### config.mk
export PLATFORM = sky130hd
export DESIGN_NAME = time_keeper
export DESIGN_NICKNAME = d
export VERILOG_FILES = /design/src/rtl/time_keeper.sv
export SDC_FILE = /design/constraint.sdc
export NUM_CORES = 1
export LEC_CHECK = 0
export ABC_AREA = 1
export CORE_UTILIZATION = 50
export CTS_CLUSTER_DIAMETER = 50
export CTS_CLUSTER_SIZE = 25
export DETAILED_ROUTE_END_ITERATION = 16
export PLACE_DENSITY_LB_ADDON = 0.3
export RECOVER_POWER = 25
export SKIP_CTS_REPAIR_TIMING = 1
export SLEW_MARGIN = 20
export SYNTH_ARGS = -nofsm -noshare
export SYNTH_HDL_FRONTEND = slang
export SYNTH_SLANG_ARGS = --single-unit
### constraint.sdc
create_clock -name i_clk -period 5.83 [get_ports i_clk]
set_input_delay 0.583 -clock i_clk [delete_from_list [all_inputs] [get_ports i_clk]]
set_output_delay 0.583 -clock i_clk [all_outputs]
set_load 0.005 [all_outputs]
### src/rtl/time_keeper.sv
// Thermostat real-time clock: day-of-week, hour and minute kept from the
// system clock. Set mode freezes time and lets the three buttons step the
// fields, with press-and-hold auto-repeat. All outputs are registers.
module time_keeper #(
    parameter int g_clk_freq = 20000,
    parameter int g_btn_init = 20000,
    parameter int g_btn_hold = 5000
) (
    input  logic       i_clk,
    input  logic       i_reset,
    input  logic       i_set_time_n,
    input  logic       i_incr_day_n,
    input  logic       i_incr_hr_n,
    input  logic       i_incr_min_n,
    output logic [6:0] o_day,
    output logic [4:0] o_hour,
    output logic [5:0] o_minute
);

    localparam int TW = (g_clk_freq > 1) ? $clog2(g_clk_freq) : 1;
    localparam int HW = (g_btn_init > 0) ? $clog2(g_btn_init + 1) : 1;
    localparam logic [TW-1:0] TICK_MAX = TW'(g_clk_freq - 1);
    localparam logic [HW-1:0] HOLD_FIRE = HW'(g_btn_init);
    // Reloading the counter this far below the fire point makes the next
    // repeat land exactly g_btn_hold cycles later.
    localparam logic [HW-1:0] HOLD_REARM = HW'(g_btn_init - g_btn_hold);

    // bit 0 = set_time, 1 = day, 2 = hour, 3 = minute (all active-low levels)
    logic [3:0] sync_1;
    logic [3:0] sync_2;
    logic [3:0] sync_prev;

    logic [TW-1:0] tick;
    logic [5:0]    sec;

    // button index 0 = day, 1 = hour, 2 = minute
    logic [2:0][HW-1:0] hold_cnt;
    logic [2:0][HW-1:0] hold_nxt;
    logic [2:0]         armed;
    logic [2:0]         armed_nxt;
    logic [2:0]         btn_step;

    logic       set_mode;
    logic       day_onehot;
    logic [6:0] day_inc;
    logic [4:0] hour_inc;
    logic [5:0] minute_inc;

    assign set_mode   = ~sync_2[0];
    assign day_onehot = (o_day != 7'd0) && ((o_day & (o_day - 7'd1)) == 7'd0);
    // A corrupted day vector recovers to Sunday on its next step.
    assign day_inc    = day_onehot ? {o_day[5:0], o_day[6]} : 7'b0000001;
    assign hour_inc   = (o_hour >= 5'd23) ? 5'd0 : o_hour + 5'd1;
    assign minute_inc = (o_minute >= 6'd59) ? 6'd0 : o_minute + 6'd1;

    // Two-flop synchronizer plus one extra stage for press-edge detection
    always_ff @(posedge i_clk) begin
        if (i_reset) begin
            sync_1    <= 4'hF;
            sync_2    <= 4'hF;
            sync_prev <= 4'hF;
        end else begin
            sync_1    <= {i_incr_min_n, i_incr_hr_n, i_incr_day_n, i_set_time_n};
            sync_2    <= sync_1;
            sync_prev <= sync_2;
        end
    end

    // Per-button press/hold decode; auto-repeat only after a press seen in set mode
    always_comb begin
        for (int i = 0; i < 3; i++) begin
            btn_step[i]  = 1'b0;
            hold_nxt[i]  = '0;
            armed_nxt[i] = 1'b0;
            if (set_mode && !sync_2[i+1]) begin
                if (sync_prev[i+1]) begin
                    btn_step[i]  = 1'b1;
                    armed_nxt[i] = 1'b1;
                end else if (armed[i]) begin
                    armed_nxt[i] = 1'b1;
                    if (hold_cnt[i] + 1'b1 == HOLD_FIRE) begin
                        btn_step[i] = 1'b1;
                        hold_nxt[i] = HOLD_REARM;
                    end else begin
                        hold_nxt[i] = hold_cnt[i] + 1'b1;
                    end
                end
            end
        end
    end

    // Hold counters and arm flags
    always_ff @(posedge i_clk) begin
        if (i_reset) begin
            hold_cnt <= '0;
            armed    <= '0;
        end else begin
            hold_cnt <= hold_nxt;
            armed    <= armed_nxt;
        end
    end

    // Timekeeping: carries in run mode, independent non-carrying steps in set mode
    always_ff @(posedge i_clk) begin
        if (i_reset) begin
            tick     <= '0;
            sec      <= '0;
            o_minute <= '0;
            o_hour   <= '0;
            o_day    <= 7'b0000001;
        end else if (!set_mode) begin
            if (tick == TICK_MAX) begin
                tick <= '0;
                if (sec >= 6'd59) begin
                    sec      <= '0;
                    o_minute <= minute_inc;
                    if (o_minute >= 6'd59) begin
                        o_hour <= hour_inc;
                        if (o_hour >= 5'd23) begin
                            o_day <= day_inc;
                        end
                    end
                end else begin
                    sec <= sec + 6'd1;
                end
            end else begin
                tick <= tick + 1'b1;
            end
        end else begin
            tick <= '0;
            sec  <= '0;
            if (btn_step[0]) o_day    <= day_inc;
            if (btn_step[1]) o_hour   <= hour_inc;
            if (btn_step[2]) o_minute <= minute_inc;
        end
    end

endmodule

# Word level (Yosys, flattened, before mapping)
# Index checks and enable logic that the tools add are counted.
# W data, S select, Z words.
[word_totals]
reg_bits = 99
in_bits = 6
elab_cells = 110
[op_classes]
n_addsub = 8
magnitude_cmp = 3
eq_ne = 8
n_mux = 40
bitwise = 8
reduce_logical = 26
[ops]
columns = ["operator", "count"]
rows = [
  ["$add A15 B1 Y15 const B", 4],
  ["$eq A15 B15 Y1 const B", 4],
  ["$mux W7", 7],
  ["$mux W14", 3],
  ["$mux W6", 6],
  ["$mux W5", 6],
  ["$mux W1", 18],
  ["$reduce_or A5 Y1", 3],
  ["$add A6 B1 Y6 const B", 2],
  ["$ge A6 B6 Y1 const B", 2],
  ["$reduce_or A4 Y1", 3],
  ["$ne A2 B1 Y1 const B", 4],
  ["$reduce_or A2 Y1", 4],
  ["$and A7 B7 Y7", 1],
  ["$logic_not A7 Y1", 1],
  ["$not A1 Y1", 7],
  ["$reduce_bool A7 Y1", 1],
  ["$sub A7 B1 Y7 const B", 1],
  ["$reduce_bool A2 Y1", 3],
  ["$add A5 B1 Y5 const B", 1],
  ["$ge A5 B5 Y1 const B", 1],
  ["$reduce_and A5 Y1", 1],
  ["$logic_and A1 B1 Y1", 4],
  ["$reduce_and A4 Y1", 1],
  ["3 further kinds", 5],
]

# Depth between registers and ports, before layout
# Gate-level depths: netlist of run 1.
[logic_depth]
depth_word = 10
ltp_mapped = 17
ltp_nobuf = 17

# Worst setup path after synthesis of run 1
# Ideal clock, no wire load.
[synth_timing]
path_type = "flip-flop to flip-flop"
from = "register hold_cnt[0] in the netlist's numbering"
to = "register o_day[1]"
setup_time_ps = 127
t_arrival_ps = 1747
required_time_ps = 5703
setup_slack_ps = 3956
path_stages_with_launch = 17
path_buffers = 0
cell_sequence = "dfxtp_1 ha_1 nand2_2 nor2_4 nand2_2 o21ai_1 nand2_1 inv_2 nand2_2 nor2_2 nand2_4 nand2_4 nand2_4 nand2_8 nand2_1 nand2_1 nor2_1"
[synth_via]
elab_chain_len = 8
[synth_lines]
columns = ["item", "line", "rtl"]
rows = [
  ["start, declared", "37", "logic [2:0][HW-1:0] hold_cnt;"],
  ["start signal, assigned", "98", "hold_cnt <= hold_nxt;"],
  ["$add A15 B1 Y15", "81", "if (hold_cnt[i] + 1'b1 == HOLD_FIRE) begin"],
  ["$eq A15 B15 Y1", "81", ""],
  ["$mux W1", "81", ""],
  ["$mux W1", "79", "end else if (armed[i]) begin"],
  ["$mux W1", "76", "if (sync_prev[i+1]) begin"],
  ["$mux W1", "75", "if (set_mode && !sync_2[i+1]) begin"],
  ["$reduce_bool A2 Y1 (no line)", "n/a", ""],
  ["$reduce_and A5 Y1 (no line)", "n/a", ""],
  ["end signal, assigned", "120", "o_day <= day_inc;"],
  ["end signal, assigned", "132", "if (btn_step[0]) o_day <= day_inc;"],
  ["end, declared", "15", "output logic [6:0] o_day,"],
]
# Every way passes these cells.
# A chain may end at the register's enable or synchronous reset.

# Worst setup path after layout of run 1
[layout_timing]
from = "input i_reset"
to = "register tick[9]"
[layout_via]
elab_chain_len = 1
[layout_lines]
columns = ["item", "line", "rtl"]
rows = [
  ["start, declared", "10", "input logic i_reset,"],
  ["$reduce_or A3 Y1 (no line)", "n/a", ""],
  ["end signal, assigned", "127", "tick <= tick + 1'b1;"],
  ["end, declared", "33", "logic [TW-1:0] tick;"],
]
# Every way passes these cells.

==> summary.md, run 1 <==
| Metric | Value |
|---|---|
| Status | finished clean |
| Setup TNS | 0 ns |
| Leak | 2.10 nW |
| Drt pass-1 iters | 4 |
| Number of global-route vias before repair | 4068 |
| DRC | 0 |
| WHS Endpoint | sync_2[1] |
| Largest cells by area after synthesis | dfxtp_1, nand2_1, nor2_1, inv_1, nand3_1 |
| Crit path DAT | 3.03 ns |
| Netlist cell types | 37 |
| Vias post-DR | 4496 |
| Net Count, Synth | 729 |
| Port-buffer cells | 23 |
| FF-to-FF End | o_hour[1] |
| Sw frac | 0.204 |
| Ys Warns | 0 |
| Synthesis-to-finish area growth | 12.2% |
| Final Hold Fails | 0 |
| EDFF count, synth | 0 |
| Die area | 0.0104 mm² |
| Startpoint Class | input pin |
| Clock Latency Late Sink | 0.35 ns |
| FFs w/ async S/R, synth | 0 |
| Hold path depth | 1 |
| Worst-path clk slew | 0.09 ns |
| P_sw | 0.248 mW |
| Post-DP HPWL | 7.35 mm |
| Reg2Reg Setup Slack | 3.59 ns |
| Final setup viols | 0 |
| Yosys reg bits | 98 |
| Comb power frac | 0.023 |
| # clock sinks | 98 |
| Seq pwr share | 0.559 |
| VDD IR max | 0.199 mV |
| Worst slew pin tran | 0.614 ns |
| Placed Cells incl. Taps | 866 |
| Die Span Y | 102 µm |
| Ant. Diodes | 0 |
| Worst hold path class | reg2reg |
| Post-route insts no fill | 882 |
| Mapped Area | 0.00498 mm² |
| Most frequent cells in the layout | nand2_1, dfxtp_1, nor2_1 |
| P per Cell Area | 217 mW/mm² |
| Final Util | 0.574 |
| CTS tree | done |
| Global-route wire length before repair | 16.8 mm |
| Clock root cell | clkbuf_8 |
| Fin. max-slew vios | 0 |
| Starting Density | 0.512 |
| Gr usage total | 0.199 |
| Core Area | 0.00973 mm² |
| Largest net degree at the start of global routing | 21 |
| Antenna-violating nets left | 0 |
| Max Fclk | 366 MHz |
| Initial antenna violation count | 0 |
| Share of the yosys chip area belonging to registers | 0.394 |
| Vias/cell | 5.10 |
| Period utilisation layout | 0.468 |
| Share of layout cells above drive strength 1 | 0.0988 |
| Tmin final | 2.73 ns |
| Dpl cell area | 0.00535 mm² |
| WL final | 9.77 mm |
| Top cell type by total area after synthesis | dfxtp_1 |
| Routability Congestion | 0.833 |
| Setup CP Type | in2reg |
| Synth top area share | 0.394 |
| Die W | 102 µm |
| I/O pins | 24 |
| Pint | 0.966 mW |
| HP Start | sync_1[1] |
| Nets | 758 |
| Setup crit end kind | flop |
| Maxcap violations | 0 |
| CTS Buffer Depth | 2 |
| Grt ovf | 0 |
| Wirelength per Cell | 11.1 µm |
| Design area | 0.00559 mm² |
| Fin Clk Skew | 0.0121 ns |
| Commonest non-fill, non-tap cell in the layout | nand2_1 |
| Number of H-tree levels | 3 |
| Ys flop type | dfxtp_1 |
| Syn Inst Count | 715 |
| Iteration-0 DRC Markers | 147 |
| Power share of the clock group | 0.417 |
| R2R cell count | 10 |
| FP Rows | 36 |
| Critical-path maximum fanout | 20 |
| Avg Inst Size Synth | 6.96 µm² |
| Crit path required time | 6.13 ns |
| CTS Buf Count | 9 |
| Relative slew margins | 0.589 |
| RSZ-0062 raised after global routing | false |
| R2r startpoint | tick[0] |
[synth_stat cells (3+ instances only)]
library cell / number
a31oi_1: 9
nand2_1: 177
nor3_1: 17
inv_2: 3
o21bai_1: 4
clkbuf_1: 3
a21oi_1: 44
nand3b_1: 9
o21ai_0: 12
ha_1: 8
xnor2_1: 3
o21ai_1: 4
nand4_1: 18
xor2_1: 5
inv_1: 90
nand2_2: 9
nand2_4: 6
nor3b_1: 5
dfxtp_1: 98
nand3_1: 47
or2_2: 12
nand3_2: 4
nor2_4: 8
a211oi_1: 3
nor2_2: 14
nor2_1: 91
[logic make-up after synthesis]
logic type	synth area share
adders and majority gates	0.0201
AOI/OAI and AO/OA	0.0885
buffers and inverters	0.0754
and+or+nand+nor	0.408
xor gates and xnor gates	0.0141
DFF	0.394
[cell type report]
cell class	instances	area (µm²)
Clock buffer	13	169
Clock inverter	3	68.8
Fill cell	922	4140
Inverter	93	349
Multi-Input combinational cell	519	2640
Sequential cell	98	1960
Tap cell	133	166
Timing Repair Buffer	23	230
[registers in the layout (all words and copies together), names as in the netlist]
| name | cells |
|---|---|
| sec | 6 |
| sync_2 | 4 |
| armed | 3 |
| o_hour | 5 |
| sync_prev | 3 |
| o_day | 7 |
| o_minute | 6 |
| tick | 15 |
| sync_1 | 4 |
| hold_cnt | 45 |
[critical path, stage by stage]
cell and delay, ns:
dlygate4sd3_1 0.76, inv_1 0.40, nand2_1 0.14, nor2_1 0.51, inv_1 0.28, a21oi_1 0.21
o21a_1 0.14
[worst max path at each step]
| stage | startpoint | endpoint | slack (ns) | cells past startpoint |
|---|---|---|---|---|
| 5_1_grt | i_reset | tick[9] | 2.82 | 7 |
| 4_1_cts | i_reset | tick[9] | 3.08 | 7 |
| 2_1_floorplan | hold_cnt[0] | o_day[1] | 3.96 | 16 |
| 3_3_place_gp | i_reset | tick[9] | 2.85 | 7 |
| 6_report | i_reset | tick[9] | 3.10 | 7 |
| 3_5_place_dp | i_reset | tick[9] | 2.73 | 7 |
[power by group through the flow]
| stage | sequential [mW] | combinational, mW | clock [mW] |
|---|---|---|---|
| 2_1_floorplan | 0.693 | 0.0208 | 0 |
| 3_3_place_gp | 0.695 | 0.0281 | 0 |
| 3_5_place_dp | 0.695 | 0.0291 | 0 |
| 4_1_cts | 0.680 | 0.0294 | 0.519 |
| 5_1_grt | 0.681 | 0.0327 | 0.546 |
| 6_report | 0.679 | 0.0284 | 0.507 |
[layer usage]
layer  routed length, µm  vias to the layer above  global-route usage
met5                   0                        -                   0
met4                 148                        0              0.0736
met3                 258                       17              0.0297
met2                4780                       73               0.349
met1                4580                     2051               0.247
li1                    -                     2355                   -
[per-stage QoR]
| step | power [mW] | hold WS [ns] | setup slack, ns |
|---|---|---|---|
| 6_report | 1.21 | 0.417 | 3.10 |
| 5_1_grt | 1.26 | 0.439 | 2.82 |
| 4_1_cts | 1.23 | 0.423 | 3.08 |
| 3_5_place_dp | 0.724 | 0.399 | 2.73 |
| 3_3_place_gp | 0.723 | 0.392 | 2.85 |
| 2_1_floorplan | 0.714 | 0.389 | 3.96 |
No activity file was read; power rests on OpenSTA's default activity.
==> inputs of run 2 (changes only) <==
Clock period 5.83 ns to 2.7 ns, I/O delays scaled along.
==> run 2 against run 1 <==
Sequential share of layout area rose by 0.21 points. Critical endpoint is now o_minute[3]. Sequential power rose by 120%. Core utilization fell by 0.33 points. Register-to-register slack got worse by 3.1 ns. Total power rose by 100%. Critical path depth rose by 9.
==> summary.md, run 2 (synthesis results as in run 1) <==
| Metric | Value |
|---|---|
| Startpoint Class | flop |
| Placed Cells incl. Taps | 869 (+0.35%) |
| VDD IR max | 0.316 mV (+59%) |
| Synthesis-to-finish area growth | 11.6% |
| Number of global-route vias before repair | 4120 (+1.3%) |
| # clock sinks | 98 (unchanged) |
| P per Cell Area | 438 mW/mm² (+100%) |
| Status | finished clean |
| Iteration-0 DRC Markers | 179 (+22%) |
| FP Rows | 36 (unchanged) |
| Initial antenna violation count | 0 (unchanged) |
| Vias post-DR | 4522 (+0.58%) |
| Grt ovf | 0 (unchanged) |
| Clock Latency Late Sink | 0.37 ns (+0.02 ns) |
| Clock root cell | clkbuf_8 |
| RSZ-0062 raised after global routing | false |
| Starting Density | 0.512 (unchanged) |
| Crit path DAT | 2.46 ns (-0.57 ns) |
| Die W | 102 µm (unchanged) |
| Nets | 761 (+0.40%) |
| Maxcap violations | 0 (unchanged) |
| Commonest non-fill, non-tap cell in the layout | nand2_1 |
| Drt pass-1 iters | 5 (+1) |
| Core Area | 0.00973 mm² (unchanged) |
| Most frequent cells in the layout | nand2_1, dfxtp_1, nor2_1 |
| Port-buffer cells | 23 (unchanged) |
| Power share of the clock group | 0.369 (-0.048) |
| Vias/cell | 5.11 (+0.24%) |
| Reg with most FFs | hold_cnt |
| Global-route wire length before repair | 17.3 mm (+3.3%) |
| Max Fclk | 455 MHz |
| Final setup viols | 0 (unchanged) |
| Worst slew pin tran | 0.589 ns (-0.0256 ns) |
| Gr usage total | 0.207 (+0.00798) |
| Setup crit end kind | flop |
| Critical-path maximum fanout | 9 (-55%) |
| Dpl cell area | 0.00537 mm² (+0.42%) |
| CTS Buffer Depth | 2 (unchanged) |
| Register area | 0.00196 mm² (unchanged) |
| WL final | 9.94 mm (+1.7%) |
| Worst hold path class | reg2reg |
| Tot Pwr | 2.43 mW (+100%) |
| Post-DP HPWL | 7.56 mm (+2.9%) |
| Antenna-violating nets left | 0 (unchanged) |
| Routability Congestion | 0.846 (+1.6%) |
| Fill cells | 927 (+0.54%) |
| CTS tree | done |
| Period utilisation layout | 0.815 |
| Setup CP Type | reg2reg |
| Share of layout cells above drive strength 1 | 0.102 (+0.00360) |
| Number of H-tree levels | 3 (unchanged) |
| Die area | 0.0104 mm² (unchanged) |
| Tmin final | 2.20 ns |
| Largest register FFs | 45 (unchanged) |
| Post-route insts no fill | 885 (+0.34%) |
| Comb power frac | 0.027 (+0.004) |
| Crit path required time | 2.96 ns (-3.17 ns) |
| Sw frac | 0.245 (+0.0403) |
| Wirelength per Cell | 11.2 µm (+1.4%) |
| Worst-path clk slew | 0.10 ns (about the same) |
| Pint | 1.84 mW (+90%) |
| Fin. max-slew vios | 0 (unchanged) |
| DRC | 0 (unchanged) |
| Ant. Diodes | 0 (unchanged) |
| Fin Clk Skew | 0.0177 ns (+0.00558 ns) |
| I/O pins | 24 (unchanged) |
| Multi-input gate area | 0.00264 mm² (unchanged) |
| CTS Buf Count | 9 (unchanged) |
| Final Hold Fails | 0 (unchanged) |
| Relative slew margins | 0.608 (+0.0186) |
| Leak | 2.07 nW (-1.5%) |
| Seq pwr share | 0.603 (+0.044) |
| P_sw | 0.595 mW (+140%) |
| Design area | 0.00555 mm² (-0.58%) |
| Setup TNS | 0 ns (unchanged) |
| Largest net degree at the start of global routing | 19 (-9.5%) |
| Top Registers | hold_cnt (45), tick (15), o_day (7) |
| Die Span Y | 102 µm (unchanged) |
==> run 2: area by class of cell <==
type                            count  area share
Multi-Input combinational cell    519       0.475
Sequential cell                    98       0.353
Inverter                           93      0.0629
Timing Repair Buffer               26      0.0448
Tap cell                          133      0.0300
Clock buffer                        9      0.0223
Clock inverter                      7      0.0113
==> run 2: worst max-delay path, stage by stage (launching register included) <==
cell,delay [ns]
dfxtp_1,0.38
ha_1,0.22
nand2_1,0.13
nor2_4,0.16
nand2_1,0.12
nor2_1,0.11
nand2_1,0.07
nand2_1,0.07
nand3_1,0.06
nor2_1,0.15
nand2_2,0.16
nand2_2,0.11
nand2_4,0.09
nand2_2,0.11
nand2_1,0.06
nand2_1,0.05
nor2_1,0.04
==> run 2: worst paths after layout <==
kind | to | startpoint | cells after the start | slack [ns]
setup / recovery | o_minute[3] | hold_cnt[30] | 16 | 0.50
hold / removal | sync_2[3] | sync_1[3] | 1 | 0.42
setup reg to reg | o_minute[3] | hold_cnt[30] | 16 | 0.50
hold reg to reg | sync_2[3] | sync_1[3] | 1 | 0.42
==> run 2: through the flow <==
stage	utilization	setup WS, ns	hold slack (ns)
after detailed placement	0.552	0.531	0.403
after global routing	0.571	0.276	0.430
final	0.571	0.501	0.416
after CTS	0.571	0.504	0.417
after floorplan	-	0.826	0.374
after global placement	0.552	0.651	0.391
==> run 2: metal layers <==
layer | GRT usage | routed length [µm] | vias up
li1 | - | - | 2365
met1 | 0.265 | 4800 | 2076
met2 | 0.355 | 4750 | 70
met3 | 0.0380 | 278 | 11
met4 | 0.0635 | 117 | 0
met5 | 0 | 0 | -
==> run 2: power by group through the flow <==
| stage | Sequential (mW) | Combinational [mW] | Clock, mW |
|---|---|---|---|
| finish | 1.47 | 0.0659 | 0.898 |
| global route | 1.47 | 0.0744 | 0.988 |
| floorplan | 1.50 | 0.0450 | 0 |
| global placement | 1.50 | 0.0653 | 0 |
| detailed placement | 1.50 | 0.0674 | 0 |
| CTS | 1.47 | 0.0677 | 0.925 |
==> variant (flow settings as in run 2) <==
Register the output `o_hour` once more, with the module's reset; this adds one clock of latency there. The other outputs are not delayed to match.
--- a/src/rtl/time_keeper.sv
+++ b/src/rtl/time_keeper.sv
@@ -27,2 +27,4 @@
 
+    logic [4:0] o_hour_s0;
+
     // bit 0 = set_time, 1 = day, 2 = hour, 3 = minute (all active-low levels)
@@ -52,3 +54,3 @@
     assign day_inc    = day_onehot ? {o_day[5:0], o_day[6]} : 7'b0000001;
-    assign hour_inc   = (o_hour >= 5'd23) ? 5'd0 : o_hour + 5'd1;
+    assign hour_inc   = (o_hour_s0 >= 5'd23) ? 5'd0 : o_hour_s0 + 5'd1;
     assign minute_inc = (o_minute >= 6'd59) ? 6'd0 : o_minute + 6'd1;
@@ -108,3 +110,3 @@
             o_minute <= '0;
-            o_hour   <= '0;
+            o_hour_s0 <= '0;
             o_day    <= 7'b0000001;
@@ -117,4 +119,4 @@
                     if (o_minute >= 6'd59) begin
-                        o_hour <= hour_inc;
-                        if (o_hour >= 5'd23) begin
+                        o_hour_s0 <= hour_inc;
+                        if (o_hour_s0 >= 5'd23) begin
                             o_day <= day_inc;
@@ -132,4 +134,12 @@
             if (btn_step[0]) o_day    <= day_inc;
-            if (btn_step[1]) o_hour   <= hour_inc;
+            if (btn_step[1]) o_hour_s0 <= hour_inc;
             if (btn_step[2]) o_minute <= minute_inc;
+        end
+    end
+
+    always_ff @(posedge i_clk) begin
+        if (i_reset) begin
+            o_hour <= '0;
+        end else begin
+            o_hour <= o_hour_s0;
         end
Check against the original RTL: not equivalent (Yosys sat finds a counterexample within 4 cycles, from zero or initial values and one cycle with i_reset high).
==> variant against run 2 <==
  * Critical endpoint is now hold_cnt[16]$_SDFF_PP0_
  * Count of clock-buffer cells in the layout increased by 1
  * Design area is 1.5% lower
  * Global-route usage decreased by 0.98 points
  * Area after synthesis down 1.1%
  * Worst hold slack better by 4.3 ps
  * Power grew 3.5%
  * Sequential share of layout area is 2.4 points higher
  * Setup slack gained 41 ps
  * Largest power group unchanged
  * Sequential cell count increased by 5
  * Wire length shrank 6.4%
  * Critical path type unchanged
==> variant: results (changes against run 2) <==
Global routing
  – First-pass GRT wire length: 16.4 mm (was 17.3 mm)
  – All-layer global routing usage: 0.198 (was 0.207)
  – Largest net degree at the start of global routing: 19 (unchanged)
  – Number of global-route vias before repair: 3,973 (was 4,120)
  – Initial antenna violation count: 0 (unchanged)

STA
  – Clock skew: 13.2 ps (was 17.7 ps)
  – Rel. slew slack: 0.593 (was 0.608)
  – Setup TNS: 0 ps (unchanged)

Drt
  – DRT Pass-1 Iters: 4 (was 5)
  – Vias per cell: 4.91 (was 5.11)
  – Post-Route WL: 9.30 mm (was 9.94 mm)
  – Initial DRC count: 119 (was 179)

Hold path
  – Hold Path Origin: sync_1[0]$_SDFF_PP1_ (was sync_1[3]$_SDFF_PP1_)
  – Hold Path Class: reg2reg (unchanged)

Finish
  – # fillers: 917 (was 927)
  – # diodes: 0 (unchanged)
  – Final #Nets: 757 (was 761)
  – Layout cell share with drive strength beyond 1: 0.0735 (was 0.102)
  – Largest registers: hold_cnt x45, tick x15, o_day x7 (unchanged)

Critical path
  – CP arrival: 2400 ps (was 2460 ps)
  – Worst Setup Path Type: reg2reg (unchanged)
  – Worst reg2reg path startpoint: hold_cnt[15]$_SDFF_PP0_ (was hold_cnt[30]$_SDFF_PP0_)
  – Crit path max fanout: 8 (was 9)

Synth
  – Prevailing post-synth register cell: dfxtp_1 (unchanged)
  – Register area share after synthesis: 0.419 (was 0.394)
  – Syn Nets: 728 (was 729)
  – Yosys warnings: 0 (unchanged)
  – Synth cell types: 36 (was 37)
  – Commonest cells post-synth: nand2_1 (170), nor2_1 (136), dfxtp_1 (103), inv_1 (92), nand3_1 (40) (was nand2_1 (177), dfxtp_1 (98), nor2_1 (91), inv_1 (90), nand3_1 (47))
  – Largest cells by area after synthesis: dfxtp_1 (42%), nand2_1 (13%), nor2_1 (10%), inv_1 (7.0%), nand3_1 (4.1%) (was dfxtp_1 (39%), nand2_1 (13%), nor2_1 (6.9%), inv_1 (6.8%), nand3_1 (4.7%))

Power
  – Leakage: 2.11 nW (was 2.07 nW)
  – Max VDD drop: 271 uV (was 316 uV)

Placed design
  – Gpl congestion: 0.857 (was 0.846)
  – Post-DP HPWL: 6.91 mm (was 7.56 mm)
  – Cell Area, Placed: 5290 um^2 (was 5370 um^2)

Run status
  – Status: completed (unchanged)

Clocking
  – CTS root buf: clkbuf_8 (unchanged)
  – CTS HTree Levels: 3 (unchanged)
  – Skew-Pair Late Insertion Delay: 370 ps (about the same)
## variant: logic make-up (layout without fill, tap and decap cells)
kind of cell	count (synthesis)	after routing	synth area share
adder cells (fa/ha/maj)	8	8	0.0203
AND/OR/NAND/NOR	422	422	0.383
buffers and inverters	101	135	0.0795
flip-flops	103	103	0.419
AO/OA/AOI/OAI	67	67	0.0752
XOR/XNOR	13	13	0.0231
## variant: through the flow
stage	setup slack [ps]	instances
after global placement	596	861
after detailed placement	491	861
after CTS	520	877
after global routing	233	877
final	542	877
after floorplan	812	714
## variant: critical path, cell delays in order (launching register included)
cell     delay [ps]
dfxtp_1         380
ha_1            220
nand3_2         120
inv_1           130
nand2_1          90
nor2_1          120
or2_2           130
nand2_1          50
inv_1            50
nand2_1          70
nor2_2          250
or2_1           350
nor2_1           80
## variant: layout make-up
class	instances	area (um^2)	share of cell area
clock buffer	10	128	0.0233
clock inverter	6	55.1	0.0101
tap	129	161	0.0295
sequential	103	2060	0.377
multi-input combinational	510	2470	0.452
inverter	95	357	0.0652
timing repair buffer	24	234	0.0428
## variant: final timing paths
check / end / slack [ps] / cells after the start
worst max-delay path: hold_cnt[16]$_SDFF_PP0_ / 540 / 12
worst min-delay path: sync_2[0]$_SDFF_PP1_ / 420 / 1
worst max register to register: hold_cnt[16]$_SDFF_PP0_ / 540 / 12
worst min register to register: sync_2[0]$_SDFF_PP1_ / 420 / 1
## variant: routing by layer
| metal | routed length [um] | vias to the layer above | track usage |
|---|---|---|---|
| li1 | - | 2317 | - |
| met1 | 4670 | 1926 | 0.254 |
| met4 | 63 | 0 | 0.0725 |
| met5 | 0 | - | 0 |
| met3 | 269 | 4 | 0.0414 |
| met2 | 4300 | 59 | 0.328 |
## variant: report_power, final
group          total, mW  leakage [nW]  internal, mW  switching [mW]
clock              0.907        0.0929         0.353           0.555
combinational     0.0683          1.19        0.0293          0.0390
sequential          1.54         0.833          1.53         0.00947
